[config.mk]
export PLATFORM = sky130hd
export DESIGN_NAME = fetch_sequencer
export DESIGN_NICKNAME = d
export VERILOG_FILES = /design/src/rtl/fetch_sequencer.sv
export SDC_FILE = /design/constraint.sdc
export NUM_CORES = 1
export LEC_CHECK = 0
export BUFFER_PORTS_ARGS = -buffer_cell sky130_fd_sc_hd__buf_4
export CAP_MARGIN = 20
export CORE_MARGIN = 3
export CORE_UTILIZATION = 45
export DETAILED_ROUTE_END_ITERATION = 12
export PLACE_DENSITY = 0.73
export REMOVE_ABC_BUFFERS = 1
export SLEW_MARGIN = 25
export SYNTH_ARGS = -nofsm -noshare
export SYNTH_HDL_FRONTEND = slang
export SYNTH_SLANG_ARGS = --single-unit
[constraint.sdc]
create_clock -name CLOCK -period 6 [get_ports CLOCK]
set_input_delay 1.2 -clock CLOCK [delete_from_list [all_inputs] [get_ports CLOCK]]
set_output_delay 1.2 -clock CLOCK [all_outputs]
set_load 0.01 [all_outputs]
[src/rtl/fetch_sequencer.sv]
// Instruction-fetch sequencer: credit-limited in-order imem requests, response FIFO, PC redirects.
// Build option FETCH_MISALIGN_TRAP_EN adds FETCH_FAULT and a trap state for unaligned redirects.
module fetch_sequencer #(
    parameter logic [31:0] RESET_PC   = 32'h0000_0000,
    parameter int unsigned FIFO_DEPTH = 2
) (
    input  logic        CLOCK,
    input  logic        RESET_N,
    output logic        IMEM_REQ,
    output logic [31:0] IMEM_ADDR,
    input  logic        IMEM_GNT,
    input  logic        IMEM_RVALID,
    input  logic [31:0] IMEM_RDATA,
    output logic [31:0] INST,
    output logic [31:0] INST_PC,
    output logic        INST_VALID,
    input  logic        INST_READY,
    input  logic        REDIRECT,
    input  logic [31:0] REDIRECT_PC
`ifdef FETCH_MISALIGN_TRAP_EN
    ,
    output logic        FETCH_FAULT
`endif
);

    localparam int unsigned PtrW = (FIFO_DEPTH > 1) ? $clog2(FIFO_DEPTH) : 1;
    localparam int unsigned CntW = 4;
    localparam int unsigned SumW = CntW + 1;
    localparam logic [PtrW-1:0] LastPtr = PtrW'(FIFO_DEPTH - 1);
    localparam logic [SumW-1:0] Credits = SumW'(FIFO_DEPTH);

    typedef enum logic [1:0] {
        StBoot,
        StRun
`ifdef FETCH_MISALIGN_TRAP_EN
        ,
        StFault
`endif
    } state_e;

    state_e            state_q, state_d;
    logic [31:0]       fetch_pc_q, fetch_pc_d;
    logic [31:0]       resp_pc_q, resp_pc_d;
    logic [CntW-1:0]   out_cnt_q, out_cnt_d;
    logic [CntW-1:0]   drop_cnt_q, drop_cnt_d;
    logic [CntW-1:0]   fifo_cnt_q, fifo_cnt_d;
    logic [PtrW-1:0]   wr_ptr_q, wr_ptr_d;
    logic [PtrW-1:0]   rd_ptr_q, rd_ptr_d;
    logic [31:0]       data_q [FIFO_DEPTH];
    logic [31:0]       pc_q   [FIFO_DEPTH];

    logic [SumW-1:0]   credit_sum;
    logic              req;
    logic              grant;
    logic              fifo_valid;
    logic              pop;
    logic              drop_resp;
    logic              live_resp;
    logic              push;
    logic [31:0]       redirect_target;

`ifdef FETCH_MISALIGN_TRAP_EN
    logic              fault_valid_q, fault_valid_d;
    logic [31:0]       fault_pc_q, fault_pc_d;
    logic              fault_pop;
`endif

    function automatic logic [PtrW-1:0] ptr_inc(input logic [PtrW-1:0] p);
        return (p == LastPtr) ? '0 : p + PtrW'(1);
    endfunction

    // Stale (dropped) and buffered fetches share the credit pool, so the FIFO can never overflow.
    assign credit_sum = {1'b0, out_cnt_q} + {1'b0, drop_cnt_q} + {1'b0, fifo_cnt_q};
    assign req        = (state_q == StRun) && (credit_sum < Credits);
    assign grant      = req && IMEM_GNT;
    assign fifo_valid = (fifo_cnt_q != '0);
    assign pop        = fifo_valid && INST_READY;
    assign drop_resp  = IMEM_RVALID && (drop_cnt_q != '0);
    assign live_resp  = IMEM_RVALID && (drop_cnt_q == '0);
    assign push       = live_resp && !REDIRECT;

`ifdef FETCH_MISALIGN_TRAP_EN
    assign redirect_target = {REDIRECT_PC[31:2], 2'b00};
    assign fault_pop       = (state_q == StFault) && fault_valid_q && INST_READY;
`else
    assign redirect_target = REDIRECT_PC & 32'hFFFF_FFFC;
`endif

    always_comb begin
        state_d    = state_q;
        fetch_pc_d = fetch_pc_q;
        resp_pc_d  = resp_pc_q;
        out_cnt_d  = out_cnt_q + CntW'(grant) - CntW'(live_resp);
        drop_cnt_d = drop_cnt_q - CntW'(drop_resp);
        fifo_cnt_d = fifo_cnt_q + CntW'(push) - CntW'(pop);
        wr_ptr_d   = push ? ptr_inc(wr_ptr_q) : wr_ptr_q;
        rd_ptr_d   = pop ? ptr_inc(rd_ptr_q) : rd_ptr_q;
`ifdef FETCH_MISALIGN_TRAP_EN
        fault_valid_d = fault_pop ? 1'b0 : fault_valid_q;
        fault_pc_d    = fault_pc_q;
`endif

        if (grant) fetch_pc_d = fetch_pc_q + 32'd4;
        if (push)  resp_pc_d  = resp_pc_q + 32'd4;
        if (state_q == StBoot) state_d = StRun;

        if (REDIRECT) begin
            fifo_cnt_d = '0;
            wr_ptr_d   = '0;
            rd_ptr_d   = '0;
            out_cnt_d  = '0;
            // Every live or just-granted fetch becomes stale; a response this cycle retires one.
            drop_cnt_d = drop_cnt_q + out_cnt_q + CntW'(grant) - CntW'(IMEM_RVALID);
            fetch_pc_d = redirect_target;
            resp_pc_d  = redirect_target;
`ifdef FETCH_MISALIGN_TRAP_EN
            if (REDIRECT_PC[1:0] != 2'b00) begin
                state_d       = StFault;
                fault_valid_d = 1'b1;
                fault_pc_d    = REDIRECT_PC;
            end else begin
                state_d       = StRun;
                fault_valid_d = 1'b0;
            end
`endif
        end
    end

    always_comb begin
        IMEM_REQ   = req;
        IMEM_ADDR  = fetch_pc_q;
        INST       = data_q[rd_ptr_q];
        INST_PC    = pc_q[rd_ptr_q];
        INST_VALID = fifo_valid;
`ifdef FETCH_MISALIGN_TRAP_EN
        FETCH_FAULT = 1'b0;
        if (state_q == StFault) begin
            INST        = 32'h0000_0013;
            INST_PC     = fault_pc_q;
            INST_VALID  = fault_valid_q;
            FETCH_FAULT = 1'b1;
        end
`endif
    end

    always_ff @(posedge CLOCK or negedge RESET_N) begin
        if (!RESET_N) begin
            state_q    <= StBoot;
            fetch_pc_q <= RESET_PC;
            resp_pc_q  <= RESET_PC;
            out_cnt_q  <= '0;
            drop_cnt_q <= '0;
            fifo_cnt_q <= '0;
            wr_ptr_q   <= '0;
            rd_ptr_q   <= '0;
        end else begin
            state_q    <= state_d;
            fetch_pc_q <= fetch_pc_d;
            resp_pc_q  <= resp_pc_d;
            out_cnt_q  <= out_cnt_d;
            drop_cnt_q <= drop_cnt_d;
            fifo_cnt_q <= fifo_cnt_d;
            wr_ptr_q   <= wr_ptr_d;
            rd_ptr_q   <= rd_ptr_d;
        end
    end

    always_ff @(posedge CLOCK or negedge RESET_N) begin
        if (!RESET_N) begin
            for (int i = 0; i < FIFO_DEPTH; i++) begin
                data_q[i] <= '0;
                pc_q[i]   <= RESET_PC;
            end
        end else if (push) begin
            data_q[wr_ptr_q] <= IMEM_RDATA;
            pc_q[wr_ptr_q]   <= resp_pc_q;
        end
    end

`ifdef FETCH_MISALIGN_TRAP_EN
    always_ff @(posedge CLOCK or negedge RESET_N) begin
        if (!RESET_N) begin
            fault_valid_q <= 1'b0;
            fault_pc_q    <= RESET_PC;
        end else begin
            fault_valid_q <= fault_valid_d;
            fault_pc_q    <= fault_pc_d;
        end
    end
`endif

endmodule
=== After elaboration in Yosys (flattened, before gate mapping) ===
Index checks and enable logic that the tools add are counted.

* $add $sub $neg: 14
* $mul: 0
* Div/mod/pow operators: 0
* Magnitude comparators: 4
* Equality and inequality tests: 0
* Shift-type cells: 0
* Multiplexer cells: 23
* Bitwise logic cells: 2
* Reduce and logical (&&, ||, !) cells: 15

{| class="wikitable"
|+ Operator list
! cell !! number
|-
| 32-bit 2-to-1 mux || 11
|-
| 64-bit bitwise mux || 2
|-
| 32-bit by 3-bit adder with 32-bit output (second input constant) || 2
|-
| 32-bit demux with 1-bit select || 1
|-
| 4-bit by 1-bit subtractor with 4-bit output || 4
|-
| 4-bit by 1-bit adder with 4-bit output || 3
|-
| 4-bit 2-to-1 mux || 3
|-
| 4-bit nonzero test || 2
|-
| 1-bit logical AND || 7
|-
| 1-bit 2-to-1 mux || 6
|-
| 2-bit nonzero test || 3
|-
| 4-bit by 4-bit adder with 5-bit output || 1
|-
| 5-bit by 4-bit adder with 5-bit output || 1
|-
| 5-bit by 2-bit < comparator with 1-bit output (second input constant) || 1
|-
| 4-bit adder || 1
|-
| 2-bit >= comparator (second input constant) || 2
|-
| 4-bit zero test || 1
|-
| 1-bit NOT with 2-bit output || 2
|-
| 1-bit adder (second input constant) || 2
|-
| 2-bit zero test || 1
|-
| 2-bit by 1-bit < comparator with 1-bit output (second input constant) || 1
|-
| 1-bit zero test || 1
|}

* Register bits: 207
* Latch bits: 0
* Memory bits (writable): 0
* ROM bits: 0
* Input bits: 70
* Output and inout port bits: 98
* Logic and storage cells: 70
* Memories: 0

=== Depth between registers and ports, before layout ===
* Depth after elaboration: 8
* Gate-level depth with buffers: 15
* Gate-level depth less buffers: 15

=== Worst setup path after synthesis ===
OpenSTA, ideal clock, no wires.

* Path kind: register to register
* From: register out_cnt_q[1]
* To: register out_cnt_q[2]
* Setup time: 0.131 ns
* Arrival time: 3.322 ns
* Required time: 5.869 ns
* Path slack: 2.547 ns
* Stages on the path, launching flop included: 14
* Path buffers: 0
* Period minus slack after synthesis: 3.453 ns
* Cells stage by stage: dfrtp_1 fa_1 ha_1 inv_1 fa_1 xnor2_1 nor3_2 o211ai_1 ha_1 inv_1 ha_1 fa_1 xnor2_1 nor2_1

* Longest elaborated chain between the ends: 8

{| class="wikitable"
|+ RTL lines
! element !! RTL line !! source
|-
| from (decl) || 44 || <nowiki>logic [CntW-1:0] out_cnt_q, out_cnt_d;</nowiki>
|-
| from (signal assigned) || 160 || <nowiki>out_cnt_q <= out_cnt_d;</nowiki>
|-
| 4-bit by 4-bit adder with 5-bit output || 73 || <nowiki>assign credit_sum = {1'b0, out_cnt_q} + {1'b0, drop_cnt_q} + {1'b0, fifo_cnt_q};</nowiki>
|-
| 5-bit by 4-bit adder with 5-bit output || 73 ||
|-
| 5-bit by 2-bit < comparator with 1-bit output || 74 || <nowiki>assign req = (state_q == StRun) && (credit_sum < Credits);</nowiki>
|-
| 1-bit logical AND || 74 ||
|-
| 1-bit logical AND || 75 || <nowiki>assign grant = req && IMEM_GNT;</nowiki>
|-
| 4-bit by 1-bit adder with 4-bit output * || 93 || <nowiki>out_cnt_d = out_cnt_q + CntW'(grant) - CntW'(live_resp);</nowiki>
|-
| 4-bit by 1-bit subtractor with 4-bit output * || 93 ||
|-
| 4-bit 2-to-1 mux * || 107 || <nowiki>if (REDIRECT) begin</nowiki>
|-
| via out_cnt_d[2] || 44 ||
|}

The timed path passes the listed nets; every way through them passes the cells marked *.
A chain may end at the register's enable or synchronous reset.

=== Worst setup path after layout ===
* From: register drop_cnt_q[3]
* To: output port IMEM_REQ

* Longest elaborated chain between the ends: 4

{| class="wikitable"
|+ RTL lines
! element !! RTL line !! source
|-
| from (decl) || 45 || <nowiki>logic [CntW-1:0] drop_cnt_q, drop_cnt_d;</nowiki>
|-
| from (signal assigned) || 161 || <nowiki>drop_cnt_q <= drop_cnt_d;</nowiki>
|-
| 4-bit by 4-bit adder with 5-bit output || 73 ||
|-
| 5-bit by 4-bit adder with 5-bit output || 73 ||
|-
| 5-bit by 2-bit < comparator with 1-bit output || 74 ||
|-
| 1-bit logical AND || 74 ||
|-
| to (decl) || 9 || <nowiki>output logic IMEM_REQ,</nowiki>
|}

Every way passes these cells.

==> reports/qor.log <==
qor: min_path.holdCritPathClass flop to flop
qor: routing.vias_per_cell 5.40
qor: worst_setup_path.crit_path_start_kind flop
qor: logic_synthesis.yosysTopAreaCell sky130_fd_sc_hd__dfrtp_1
qor: cells_and_area.design_area 0.0122 mm2
qor: cells_and_area.area_growth_syn_to_layout 20.1%
qor: run_status.outcome finished, final reports clean
qor: clock_network.cts.repair_timing.setup_buffer_count 0
qor: worst_setup_path.required_time_worst_endpoint 4.80 ns
qor: cells_and_area.fin_cells 1269
qor: routing.final_antenna_net_count 0
qor: cells_and_area.final_nets 1077
qor: grt.grt_first_pass_wirelength 37000 um
qor: clock_network.cts_max_level 4
qor: placement.post-place-cells 1237
qor: cells_and_area.antennaDiodeCount 0
qor: routing.drc_errors 0
qor: worst_setup_path.setup.reg_to_reg.worst_slack 2.14 ns
qor: placement.port_buffers 161
qor: min_path.worst_hold_path.num_cells 2
qor: sta.slew_headroom 30.6%
qor: sta.timing.final.crit_period 4.21 ns
qor: power_and_ir_drop.report.power.total 5.07 mW
qor: logic_synthesis.synth_seq_cells 199
qor: power_and_ir_drop.fraction_of_power_consumed_by_combinational_cells 38.6%
qor: logic_synthesis.netlist_instances 830
qor: clock_network.clock_latency 0.44 ns
qor: min_path.min_delay_worst_endpoint pc_q[16]$_DFFE_PN0P_
qor: sta.final_max_slew_viol_count 0
qor: grt.globalRouteOverflowTotal 0
qor: die.num_io_pins 168
qor: logic_synthesis.synth_common_cells 201 x sky130_fd_sc_hd__mux2_2, 199 x sky130_fd_sc_hd__dfrtp_1, 42 x sky130_fd_sc_hd__xnor2_1
qor: logic_synthesis.synthMostInstantiatedCell sky130_fd_sc_hd__mux2_2
qor: clock_network.post_cts.resized_instances 0
qor: min_path.hold_path_startpoint pc_q[16]$_DFFE_PN0P_
qor: sta.layout_worst_path_cycle_share 70.1%
qor: flow_run.maxCapViolations 0
qor: grt.grt_antenna_before_repair 0
qor: die.fp-row-count 54
qor: logic_synthesis.synth_cell_area 0.0102 mm2
qor: worst_setup_path.r2r-start drop_cnt_q[3]$_DFF_PN0_
qor: power_and_ir_drop.cellPowerDensity 416 mW/mm2
qor: power_and_ir_drop.vdd_ir_drop_max 0.165 mV
qor: sta.fin_worst_skew 0.0124 ns
qor: grt.grtUsageTotal 19.1%
qor: power_and_ir_drop.seq_power_share 38.4%
qor: logic_synthesis.postSynthAreaPerCell 12.2 um2
qor: logic_synthesis.ys_top_cells_by_area sky130_fd_sc_hd__dfrtp_1 49%, sky130_fd_sc_hd__mux2_2 22%, sky130_fd_sc_hd__xnor2_1 3.6%
qor: clock_network.cts_tree done
qor: worst_setup_path.r2r_end out_cnt_q[2]$_DFF_PN0_
qor: die.die_w 156 um
qor: logic_synthesis.synth_cell_type_count 53
qor: placement.placed_cell_area 0.0116 mm2
qor: clock_network.path_clk_slew 0.08 ns
qor: worst_setup_path.timing.critical_path.cells inv_1 -> fa_1 -> inv_1 -> ha_1 -> a21oi_1 -> and3_1 -> o21a_1 -> buf_4
qor: sta.finalSetupViolations 0
qor: routing.vias 6848
qor: sta.slew_at_the_pin_with_the_worst_max_slew_slack 1.04 ns
qor: grt.grt_pass1_vias 7072
qor: power_and_ir_drop.internal_power 3.34 mW
qor: routing.drt_first_iter_violations 435
qor: routing.drt-total-wl 22900 um
qor: worst_setup_path.rr_worst_depth 13
qor: die.die_area 0.0244 mm2
qor: logic_synthesis.synth.yosys.seq_area_share 49.0%
qor: worst_setup_path.critPathMostFrequentCell sky130_fd_sc_hd__inv_1
qor: worst_setup_path.crit_path_top_delay_cell sky130_fd_sc_hd__and3_1
qor: logic_synthesis.synth-main-ff-cell sky130_fd_sc_hd__dfrtp_1
qor: sta.setup_repair_after_global_routing_missed_its_margin false
qor: power_and_ir_drop.net-switching-power 1.73 mW
qor: power_and_ir_drop.power_frac_clock 22.9%
qor: routing.wire_per_inst 18.1 um
qor: worst_setup_path.path_class flop to output port
qor: placement.gpl.final_weighted_congestion 0.815
qor: worst_setup_path.worst-path-max-fanout 17
qor: sta.hold_viol 0
qor: clock_network.ctsLongestPathBuffers 2
qor: cells_and_area.layout-drive-gt1-share 42.4%
qor: worst_setup_path.endpoint_kind output port
qor: power_and_ir_drop.p_leak 5.70 nW
qor: logic_synthesis.post-synth-top-area-fraction 49.0%
qor: power_and_ir_drop.p_sw_share 34.1%
qor: clock_network.post_cts_hold_buffer_count 0
qor: logic_synthesis.synth-async-reset-ratio 100%
qor: sta.final_setup_tns 0 ns
qor: die.chipHeight 156 um
qor: worst_setup_path.arrival 3.01 ns
qor: grt.grt_start_max_net_pins 82
qor: clock_network.cts.root.buffer_cell sky130_fd_sc_hd__clkbuf_16
qor: logic_synthesis.synth_warnings 0
qor: routing.drtPass1Iterations 4
qor: worst_setup_path.critical-path-max-stage-delay 0.60 ns
qor: sta.max_freq 238 MHz
qor: placement.dp.final_hpwl 15800 um
qor: clock_network.numClockSinks 199
qor: logic_synthesis.number_of_enable_type_register_cells_in_the_synthesized_netlist 0
qor: clock_network.cts_buffers 17
qor: die.core 0.0220 mm2
qor: die.initial_utilization 46.1%
## metal layers
layer	GRT usage, %	routed length, um
met5	0	0
met4	4.67	433
met3	5.53	1330
met2	31.8	10800
met1	24.9	10400
## critical path: cells and delay by family (launching register included)
kind / cells / cell delay (ns)
flops: 1 / 0.43
simple gates: 1 / 0.60
buf+inv: 3 / 0.27
fa+ha+maj: 2 / 0.83
compound gates: 2 / 0.43
## sequential cells by signal, summed over array words and instances, names as in the netlist
| signal | flops |
|---|---|
| IMEM_ADDR | 30 |
| data_q | 64 |
| drop_cnt_q | 4 |
| fifo_cnt_q | 4 |
| out_cnt_q | 4 |
| pc_q | 60 |
| rd_ptr_q | 1 |
| resp_pc_q | 30 |
| state_q | 1 |
| wr_ptr_q | 1 |
## power by group through the flow
stage | logic (mW) | clock network, mW | registers, mW
2_1_floorplan | 1.22 | 0 | 1.93
3_3_place_gp | 1.94 | 0 | 1.96
3_5_place_dp | 1.97 | 0 | 1.98
4_1_cts | 1.99 | 1.19 | 1.95
5_1_grt | 2.18 | 1.25 | 2.00
6_report | 1.96 | 1.16 | 1.95
## metrics by stage
stage / worst slack, ns / hold WS [ns] / utilization [%]
floorplan: 0.892 / 0.444 / -
global placement: 2.26 / 0.455 / 52.6
detailed placement: 2.18 / 0.468 / 52.6
CTS: 1.80 / 0.486 / 55.3
global route: 1.64 / 0.508 / 55.3
finish: 1.79 / 0.483 / 55.3
## how the worst max path moves through the flow
stage / start / endpoint / slack (ns) / cells after the start
2_1_floorplan: REDIRECT / data_q[0]$_DFFE_PN0P_ / 0.89 / 3
3_3_place_gp: drop_cnt_q[3]$_DFF_PN0_ / out_cnt_q[2]$_DFF_PN0_ / 2.26 / 13
3_5_place_dp: drop_cnt_q[3]$_DFF_PN0_ / out_cnt_q[2]$_DFF_PN0_ / 2.18 / 13
4_1_cts: drop_cnt_q[3]$_DFF_PN0_ / IMEM_REQ / 1.80 / 8
5_1_grt: drop_cnt_q[3]$_DFF_PN0_ / IMEM_REQ / 1.64 / 8
6_report: drop_cnt_q[3]$_DFF_PN0_ / IMEM_REQ / 1.79 / 8
## kinds of logic after synthesis
kind of cell,synth area share [%]
AOI/OAI and AO/OA,5.31
adders and majority gates,4.41
buffers and inverters,3.77
muxes,23.4
and+or+nand+nor,9.12
DFF,49.0
xor gates and xnor gates,4.83
other,0.0740
## final cells by class
class / instances / area (um2)
fillers: 1908 / 9840
flip-flops and latches: 199 / 4980
multi-input cells: 549 / 4820
repair buffers: 169 / 1290
clock buffers: 17 / 425
well taps: 280 / 350
clock inverters: 15 / 176
inverters: 40 / 150
## layout by cell type (no fill, tap or decap), drive strengths merged, types with 16 or more instances in the layout
| master | n |
|---|---|
| mux2 | 206 |
| nand2 | 35 |
| xnor2 | 42 |
| nor2 | 30 |
| inv | 49 |
| ha | 23 |
| buf | 168 |
| nor3 | 16 |
| nor4 | 17 |
| o21ai | 17 |
| clkbuf | 18 |
| nand3 | 16 |
| dfrtp | 199 |
Power figures use the tool's default switching activity.
